===== config.mk =====
export PLATFORM = sky130hd
export DESIGN_NAME = jpeg_dec_bs_preproc
export DESIGN_NICKNAME = d
export VERILOG_FILES = /design/src/rtl/jpeg_dec_bs_preproc.sv
export SDC_FILE = /design/constraint.sdc
export NUM_CORES = 1
export LEC_CHECK = 0
export CAP_MARGIN = 20
export CELL_PAD_IN_SITES_DETAIL_PLACEMENT = 0
export CELL_PAD_IN_SITES_GLOBAL_PLACEMENT = 1
export CORE_ASPECT_RATIO = 0.5
export CORE_MARGIN = 2
export CORE_UTILIZATION = 47
export DETAILED_ROUTE_END_ITERATION = 16
export HOLD_SLACK_MARGIN = 0.06
export PLACE_DENSITY = 0.77
export SETUP_SLACK_MARGIN = 0.4
export SYNTH_ARGS = -nofsm -noshare
export SYNTH_HDL_FRONTEND = slang
export SYNTH_SLANG_ARGS = --single-unit

===== constraint.sdc =====
create_clock -name HCLK -period 4.65 [get_ports HCLK]
set_clock_uncertainty 0.2 [all_clocks]
set_input_delay 0.93 -clock HCLK [delete_from_list [all_inputs] [get_ports HCLK]]
set_output_delay 0.93 -clock HCLK [all_outputs]
set_load 0.02 [all_outputs]

===== src/rtl/jpeg_dec_bs_preproc.sv =====
// jpeg_dec_bs_preproc
//   Bitstream pre-processor in front of the JPEG VLD. Entropy-coded bytes
//   arrive from the DMA. The block removes 0xFF00 byte stuffing and detects
//   RSTn and EOI markers. It packs the data MSB-first into PI_W-bit words and
//   holds them in a show-ahead FIFO. Each FIFO entry carries a marker tag.
//
//   Optional feature (macro JPEG_DEC_RST_SEQ_CHK_EN):
//     When the macro is defined, the block checks that RSTn indices come in
//     the order 0..7 and wraps back to 0. A mismatch sets ERR_INFO[2].
//     When it is undefined, there is no index register and ERR_INFO[2] is 0.
//
//   Handshake: a byte is consumed on every cycle with BS_EN=1. The source
//   must stop within one cycle of BS_AFULL rising. A word is popped on every
//   cycle with PI_REQ=1 and PI_EMPTY=0. PI_REQ is ignored while PI_EMPTY=1.
//   PI and the tag outputs show the head entry while PI_EMPTY=0.
//
//   dbg_state exposes the byte-parser state for observation only.
module jpeg_dec_bs_preproc #(
  parameter int PI_W       = 32,
  parameter int FIFO_DEPTH = 8,
  parameter int FIFO_AW    = 3,
  parameter int AFULL_TH   = 2
) (
  input  logic            HCLK,
  input  logic            HRESETn,
  input  logic            INIT,
  input  logic            BS_EN,
  input  logic [7:0]      BS_DAT,
  output logic            BS_AFULL,
  output logic            PI_EMPTY,
  input  logic            PI_REQ,
  output logic [PI_W-1:0] PI,
  output logic            PI_RST_MRK,
  output logic            PI_EOI_MRK,
  output logic [2:0]      ERR_INFO,
  output logic [1:0]      dbg_state
);

  localparam int NB = PI_W / 8;
  localparam int CW = (NB > 1) ? $clog2(NB) : 1;
  localparam logic [CW-1:0]      LAST_BYTE = CW'(NB - 1);
  localparam logic [FIFO_AW:0]   DEPTH_V   = (FIFO_AW + 1)'(FIFO_DEPTH);
  localparam logic [FIFO_AW:0]   AFULL_V   = (FIFO_AW + 1)'(AFULL_TH);

  typedef enum logic [1:0] {
    ST_DATA    = 2'd0,
    ST_FF_SEEN = 2'd1,
    ST_DONE    = 2'd2
  } state_t;

  // Parser, packer and FIFO control state
  state_t             state_q, state_d;
  logic [CW-1:0]      cnt_q, cnt_d;
  logic [PI_W-1:0]    pack_q, pack_d;   // unfilled bytes are kept at 0xFF
  logic [FIFO_AW:0]   wr_ptr_q, wr_ptr_d;
  logic [FIFO_AW:0]   rd_ptr_q, rd_ptr_d;
  logic               afull_q, afull_d;
  logic [2:0]         err_q, err_d;

  // FIFO storage: {eoi_tag, rst_tag, word}
  logic [PI_W+1:0]    fifo_mem [FIFO_DEPTH];

  logic               byte_vld;
  logic               do_append;
  logic [7:0]         app_byte;
  logic [PI_W-1:0]    appended;
  logic               push;
  logic [PI_W+1:0]    push_entry;
  logic               unk_err;
  logic               seq_err;
  logic [FIFO_AW:0]   count;
  logic               fifo_empty;
  logic               fifo_full;
  logic               pop;
  logic               push_ok;
  logic               ovf;
  logic [FIFO_AW:0]   count_d;
  logic [PI_W+1:0]    head;

  // Writes one byte into the packer slot selected by idx (slot 0 = MSB)
  function automatic logic [PI_W-1:0] place_byte(input logic [PI_W-1:0] w,
                                                 input logic [CW-1:0]   idx,
                                                 input logic [7:0]      b);
    logic [PI_W-1:0] r;
    r = w;
    for (int i = 0; i < NB; i++) begin
      if (idx == i[CW-1:0]) r[PI_W-1-8*i -: 8] = b;
    end
    return r;
  endfunction

`ifdef JPEG_DEC_RST_SEQ_CHK_EN
  logic [2:0] rst_idx_q, rst_idx_d;
`endif

  assign byte_vld = BS_EN & ~INIT;
  assign appended = place_byte(pack_q, cnt_q, app_byte);

  // Byte parser: destuffing, marker detection and word packing
  always_comb begin
    state_d    = state_q;
    cnt_d      = cnt_q;
    pack_d     = pack_q;
    do_append  = 1'b0;
    app_byte   = BS_DAT;
    push       = 1'b0;
    push_entry = {2'b00, pack_q};
    unk_err    = 1'b0;
    seq_err    = 1'b0;
`ifdef JPEG_DEC_RST_SEQ_CHK_EN
    rst_idx_d  = rst_idx_q;
`endif
    if (byte_vld) begin
      case (state_q)
        ST_DATA: begin
          if (BS_DAT == 8'hFF) state_d = ST_FF_SEEN;
          else                 do_append = 1'b1;
        end
        ST_FF_SEEN: begin
          if (BS_DAT == 8'h00) begin
            do_append = 1'b1;
            app_byte  = 8'hFF;
            state_d   = ST_DATA;
          end else if (BS_DAT == 8'hFF) begin
            state_d = ST_FF_SEEN;
          end else if (BS_DAT[7:3] == 5'b11010) begin
            // RSTn: flush the partial word (or an all-ones word) with the RST tag
            push       = 1'b1;
            push_entry = {2'b01, pack_q};
            pack_d     = '1;
            cnt_d      = '0;
            state_d    = ST_DATA;
`ifdef JPEG_DEC_RST_SEQ_CHK_EN
            seq_err    = (BS_DAT[2:0] != rst_idx_q);
            rst_idx_d  = BS_DAT[2:0] + 3'd1;
`endif
          end else if (BS_DAT == 8'hD9) begin
            push       = 1'b1;
            push_entry = {2'b10, pack_q};
            pack_d     = '1;
            cnt_d      = '0;
            state_d    = ST_DONE;
          end else begin
            unk_err = 1'b1;
            state_d = ST_DATA;
          end
        end
        default: ;
      endcase
    end
    if (do_append) begin
      if (cnt_q == LAST_BYTE) begin
        push       = 1'b1;
        push_entry = {2'b00, appended};
        pack_d     = '1;
        cnt_d      = '0;
      end else begin
        pack_d = appended;
        cnt_d  = cnt_q + 1'b1;
      end
    end
    if (INIT) begin
      state_d = ST_DATA;
      cnt_d   = '0;
      pack_d  = '1;
`ifdef JPEG_DEC_RST_SEQ_CHK_EN
      rst_idx_d = 3'd0;
`endif
    end
  end

  assign count      = wr_ptr_q - rd_ptr_q;
  assign fifo_empty = (count == '0);
  assign fifo_full  = (count == DEPTH_V);
  assign pop        = PI_REQ & ~fifo_empty & ~INIT;
  assign push_ok    = push & (~fifo_full | pop);
  assign ovf        = push & fifo_full & ~pop;

  // FIFO pointers, almost-full flag and sticky error flags
  always_comb begin
    wr_ptr_d = wr_ptr_q + {{FIFO_AW{1'b0}}, push_ok};
    rd_ptr_d = rd_ptr_q + {{FIFO_AW{1'b0}}, pop};
    count_d  = wr_ptr_d - rd_ptr_d;
    afull_d  = ((DEPTH_V - count_d) <= AFULL_V);
    err_d    = err_q | {seq_err, ovf, unk_err};
    if (INIT) begin
      wr_ptr_d = '0;
      rd_ptr_d = '0;
      afull_d  = 1'b0;
      err_d    = '0;
    end
  end

  // State registers with asynchronous reset
  always_ff @(posedge HCLK or negedge HRESETn) begin
    if (!HRESETn) begin
      state_q  <= ST_DATA;
      cnt_q    <= '0;
      pack_q   <= '1;
      wr_ptr_q <= '0;
      rd_ptr_q <= '0;
      afull_q  <= 1'b0;
      err_q    <= '0;
    end else begin
      state_q  <= state_d;
      cnt_q    <= cnt_d;
      pack_q   <= pack_d;
      wr_ptr_q <= wr_ptr_d;
      rd_ptr_q <= rd_ptr_d;
      afull_q  <= afull_d;
      err_q    <= err_d;
    end
  end

`ifdef JPEG_DEC_RST_SEQ_CHK_EN
  // Expected RST index register
  always_ff @(posedge HCLK or negedge HRESETn) begin
    if (!HRESETn) rst_idx_q <= 3'd0;
    else          rst_idx_q <= rst_idx_d;
  end
`endif

  // FIFO storage write; contents need no reset because the outputs are gated by empty
  always_ff @(posedge HCLK) begin
    if (push_ok && !INIT) fifo_mem[wr_ptr_q[FIFO_AW-1:0]] <= push_entry;
  end

  assign head       = fifo_mem[rd_ptr_q[FIFO_AW-1:0]];
  assign PI_EMPTY   = fifo_empty;
  assign PI         = fifo_empty ? '0 : head[PI_W-1:0];
  assign PI_RST_MRK = ~fifo_empty & head[PI_W];
  assign PI_EOI_MRK = ~fifo_empty & head[PI_W+1];
  assign BS_AFULL   = afull_q;
  assign ERR_INFO   = err_q;
  assign dbg_state  = state_q;

endmodule


==> results of run 1 <==
[power by group]
part	switching [W]	leakage (nW)	internal, W
registers	0.0000305	2.92	0.00325
clock network	0.000990	0.456	0.00132
logic	0.000418	2.07	0.000278
[synth_stat cells (all sizes together), types with 15 or more instances]
cell type    n  area (um2)
edfxtp     272        8168
nand2      106       397.9
mux4        68        1531
a21oi       38       193.9
o21ai       36       191.4
dfstp       32       840.8
clkbuf      28       105.1
a2bb2oi     24       210.2
nor2        20       75.07
dfrtp       15       375.4
ha          15       187.7
[routing by layer]
metal  part of all wire, %  vias to the layer above  track usage, %  wire, um
met3                   7.6                       38           3.490      2191
met5                     0                        -               0         0
met4                   1.6                        0           4.258       450
met2                    47                      227           32.16     13360
li1                      -                     3158               -         -
met1                    44                     3752           30.10     12680
[per-stage QoR]
stage / hold slack, ps / setup slack [ps] / power [W] / setup TNS, ps / cells
after detailed placement: 293.4 / -143.2 / 0.004011 / -143.2 / 1200
final: 302.7 / 511.3 / 0.006286 / 0 / 1264
after floorplan: 285.6 / 336.7 / 0.003742 / 0 / 757
after CTS: 304.1 / 393.6 / 0.006308 / 0 / 1254
after global placement: 290.9 / -21.76 / 0.003994 / -21.76 / 1200
after global routing: 307.4 / 365.8 / 0.006503 / 0 / 1264
[repair_timing]
| item | 4_1_cts | 5_1_grt |
|---|---|---|
| gates resized for setup | 8 | 24 |
| endpoints found under the setup margin | 29 | 33 |
| hold buffers | 0 | 1 |
| endpoints found under the hold margin | 0 | 8 |
| buffers inserted | 0 | 6 |
| pin swaps | 1 | 2 |
[registers in the layout, indices dropped and copies added (netlist names)]
name	flops
fifo_mem	272
pack_q	32
rd_ptr_q	4
wr_ptr_q	4
ERR_INFO	2
cnt_q	2
dbg_state	2
BS_AFULL	1
[worst max-delay path by stage]
stage | depth (start not counted) | from | slack (ps) | to
final | 8 | wr_ptr_q[2] | 510 | PI[17]
after global routing | 16 | wr_ptr_q[2] | 370 | BS_AFULL
after CTS | 8 | wr_ptr_q[2] | 390 | PI[8]
after detailed placement | 16 | BS_DAT[7] | -140 | BS_AFULL
after global placement | 16 | BS_DAT[7] | -20 | BS_AFULL
after floorplan | 16 | BS_DAT[7] | 340 | BS_AFULL
[cell type report]
cell class	instances	share of cell area [%]
Sequential cell	319	60.98
Multi-Input combinational cell	385	22.69
Timing Repair Buffer	111	6.888
Clock buffer	45	5.564
Tap cell	382	3.103
Clock inverter	9	0.4549
Inverter	13	0.3249
[kinds of logic (layout without fill, tap and decap cells)]
family	Yosys count	in the layout
AO/OA/AOI/OAI	114	114
XOR/XNOR	10	10
adder cells (fa/ha/maj)	16	16
buffers and inverters	53	178
flip-flops	319	319
multiplexers	68	68
other	1	1
AND/OR/NAND/NOR	176	176
==> results.json, run 1 <==
{
  "ff2ff_setup_slack_ps": 600,
  "power_density_nw_per_um2": 408.1,
  "setup_repair_after_global_routing_missed_its_margin": "yes",
  "cts_buffers": 29,
  "number_of_enable_flip_flop_cells_after_synthesis": 272,
  "largest_family_of_logic_cells_by_synthesized_area": "multiplexers",
  "min_path_cells": 1,
  "h-tree-depth": 1,
  "worstSetupEndpointType": "primary output",
  "min-delay-path-class": "register to register",
  "multiInputGateArea_um2": 3495,
  "clock-root-buffer": "sky130_fd_sc_hd__clkbuf_16",
  "synth-adder-area-share_pct": 1.595,
  "whs_endpoint": "pack_q[30]",
  "design.final.nets": 888,
  "slew_violations": 0,
  "worstReg2RegStart": "wr_ptr_q[2]",
  "antenna_found_initial": 0,
  "ctsLongestPathBuffers": 3,
  "design.core.area_um2": 27490,
  "filler_cell_count": 2093,
  "yosysSeqAreaShare_pct": 72.08,
  "crit_path_max_fanout": 17,
  "start_util_pct": 47.35,
  "synthSimpleGateAreaFrac_pct": 6.420,
  "drive_above_1_share_pct": 26.98,
  "hold_path_startpoint": "pack_q[30]",
  "clock_sink_count": 319,
  "die_w_um": 239.4,
  "timing.critical_path.required_ps": 3520,
  "ys_ff_latch": 319,
  "synth_compound_area_share_pct": 5.728,
  "post_dp_cell_area_um2": 14290,
  "gp_congestion": 0.8119,
  "grt_start_max_net_pins": 71,
  "clock_edge_transition_at_the_registers_on_the_reported_setup_and_hold_paths_ps": 60,
  "finalCoreUtilization_pct": 56.03,
  "power_leakage_nw": 5.443,
  "timing.critical_path.buf_inv": 2,
  "timing.final.crit_period_ps": 4139,
  "max_freq_mhz": 241.6,
  "seqCellArea_um2": 9393,
  "post_synth.cell_area_avg_um2": 17.20,
  "ys.flop_type": "sky130_fd_sc_hd__edfxtp_1",
  "crit-reg2reg-capture": "BS_AFULL",
  "n_antenna_cell": 0,
  "cts_tree": "yes",
  "cp_data_arrival_time_ps": 3010,
  "timing.critical_path.max_delay_family": "buffers and inverters",
  "post_synth_xor_area_fraction_pct": 0.6728,
  "ios": 54,
  "clkLatencyLatePin_ps": 550,
  "final.period_utilization_pct": 89.00,
  "drt-vias-per-instance": 5.676,
  "portBuffers": 52,
  "maximum_capacitance_violations": 0,
  "final_antenna_net_count": 0,
  "slew_worst_pin_ps": 1156,
  "detailedPlacementHpwl_um": 16870,
  "power.ir.vdd_worst_mv": 0.2883,
  "drc": 0,
  "postRouteWirelength_um": 28680,
  "layout_commonest_cell": "sky130_fd_sc_hd__edfxtp_1",
  "crit_path_frequent_cell": "sky130_fd_sc_hd__a21oi_1",
  "startpoint_class_of_the_critical_path": "register",
  "critical_path.max_stage_delay_ps": 550,
  "crit_slowest_cell": "sky130_fd_sc_hd__clkdlybuf4s50_1",
  "netlist-cell-type-count": 52,
  "dieHeight_um": 121.7,
  "stdcell_area_um2": 15400,
  "report.final.hold_viol_count": 0,
  "grt-ovfl-total": 0,
  "timing.reg2reg.worst_path_depth": 16,
  "finalSetupViolCount": 0,
  "mux_cell_area_share_after_synthesis_pct": 11.76,
  "async_flop_share_pct": 14.73,
  "syn_inst": 757,
  "area.growth.synth_to_final_pct": 18.32,
  "synth_warnings": 0,
  "critical_path_class": "register to primary output",
  "total_iterations_of_the_first_detailed_routing_run": 5,
  "mostFrequentLayoutCells": "sky130_fd_sc_hd__edfxtp_1 (272), sky130_fd_sc_hd__nand2_1 (106), sky130_fd_sc_hd__mux4_2 (68), sky130_fd_sc_hd__buf_4 (50), sky130_fd_sc_hd__a21oi_1 (37)",
  "routed-via-count": 7175,
  "gr-usage-all-layers_pct": 20.32,
  "design.die.area_um2": 29130,
  "drtIter0Drc": 713,
  "row_count": 43,
  "number_of_global_route_vias_before_repair": 7183,
  "status": "finished clean",
  "syn_nets": 786,
  "routed_wire_length_per_instance_um": 22.69,
  "timing.critical_path.cells": "ha_1 -> a21oi_1 -> nand2_1 -> xnor2_4 -> nor3_4 -> buf_12 -> a21oi_1 -> clkdlybuf4s50_1",
  "post_synth_instance_area_um2": 13020,
  "worst_slew_margin_rel_pct": 22.19,
  "first_pass_grt_wire_length_um": 43410
}
No activity file was read; power rests on OpenSTA's default activity.
==> inputs of run 2 (changes only) <==
Settings changed: CTS_CLUSTER_SIZE from default to 28.
==> results of run 2 <==
The final DEF is identical to that of run 1; final timing and power are the same.
==> RTL edit (config.mk and constraints of run 1) <==
`FIFO_DEPTH`: 8 -> 16.
--- a/src/rtl/jpeg_dec_bs_preproc.sv
+++ b/src/rtl/jpeg_dec_bs_preproc.sv
@@ -17,7 +17,7 @@
 //   dbg_state exposes the byte-parser state for observation only.
 module jpeg_dec_bs_preproc #(
   parameter int PI_W       = 32,
-  parameter int FIFO_DEPTH = 8,
+  parameter int FIFO_DEPTH = 16,
   parameter int FIFO_AW    = 3,
   parameter int AFULL_TH   = 2
 ) (
Formal check against the unedited RTL: not equivalent (a bounded check fails within 4 cycles, from zero or initial values and one cycle with HRESETn low).
==> RTL edit against run 1 <==
- cell count fell by 3.4%
- synthesized area rose by 2.0%
- cell area rose by 0.37%
- total power fell by 9.1%
- die area rose by 2.0%
- largest power group unchanged
- setup slack got worse by 0.033 ns
- core utilization fell by 0.34 points
- via count fell by 3.4%
- sequential cell count did not move
- count of clock-buffer cells in the layout fell by 9
- sequential share of layout area fell by 0.23 points
- clock power fell by 4%
- highest routed layer unchanged
- routed wire length fell by 2.7%
- global-route usage fell by 1.1 points
==> RTL edit: results (changes against run 1) <==
metric,value,unit,change
clk_share,5.61,%,-0.41 points
synth_nets,763,,-2.9%
multi_input_area,3780,um2,+8.1%
vias_per_cell,5.68,,about the same
synth.distinct_cells,55,,+5.8%
status,finished clean,,
wl,27.9,mm,-2.7%
period_share,89.7,%,+0.71 points
slew_headroom,43.0,%,+21 points
r2r_cells,14,,-2
reg2reg_from,wr_ptr_q[2],,
seq_share,60.7,%,-0.23 points
synth_cells,735,,-2.9%
fin_hold_ws,0.0761,ns,-0.227 ns
num-fill-cells,2170,,+3.7%
areaGrowthSynthToFinish,16.4,%,
critPathMaxStageDelay,0.62,ns,+0.07 ns
p_leak,5.32,nW,-2.2%
cp_max_fo,20,,+3
ys_seq_area_share,70.6,%,-1.4 points
grt_pass1_wl,42.7,mm,-1.7%
inverters_excl_clock,16,,+3
worst-r2r-setup-slack,0.66,ns,+0.06 ns
nonClkBufAreaFrac,5.72,%,-1.2 points
critPathCapture,PI[6],,
drive_gt1_share,28.5,%,+1.5 points
grt_usage,19.3,%,-1.1 points
hold_path.class,input port to async pin,,
syn-cell-area,13300,um2,+2.0%
dp_cells,1167,,-2.8%
drtIter0Drc,578,,-19%
cts_buffers,28,,-3.4%
pre_cts_ws,0.0725,ns,+0.216 ns
cts_max_path_buffers,3,,unchanged
cp.arrival,3.04,ns,+0.03 ns
gp_congestion,0.868,,+6.9%
yosys-top-cells-count,"272 x edfxtp_1, 75 x nand2_1, 68 x mux4_2",,
grt_pass1_vias,7068,,-1.6%
final_nets,845,,-4.8%
==> RTL edit: kinds of logic (layout without fill, tap and decap cells) <==
family / Yosys count / after routing / share of synthesized area, %
DFF: 319 / 319 / 70.6
and+or+nand+nor: 154 / 154 / 5.74
muxes: 100 / 100 / 14.9
AOI/OAI and AO/OA: 87 / 87 / 4.97
buffers and inverters: 52 / 156 / 1.77
adders and majority gates: 15 / 15 / 1.47
xor gates and xnor gates: 7 / 7 / 0.462
other: 1 / 1 / 0.0282
==> RTL edit: per-layer routing <==
layer	track usage, %	share of wire [%]	wire [um]	up-vias
met5	0	0	0	-
met4	4.28	1.3	354	0
met3	2.95	5.7	1600	29
met2	30.3	46	12900	206
met1	28.8	47	13000	3638
li1	-	-	-	3061
==> RTL edit: timing repair <==
action,CTS,global route
resized for setup,13,21
setup buffers,1,0
endpoints found under the setup margin,35,21
hold buffers,0,0
==> RTL edit: report_power, final <==
part,switching (mW),internal (mW)
Combinational,0.213,0.151
Sequential,0.0103,3.12
Clock,1.02,1.20
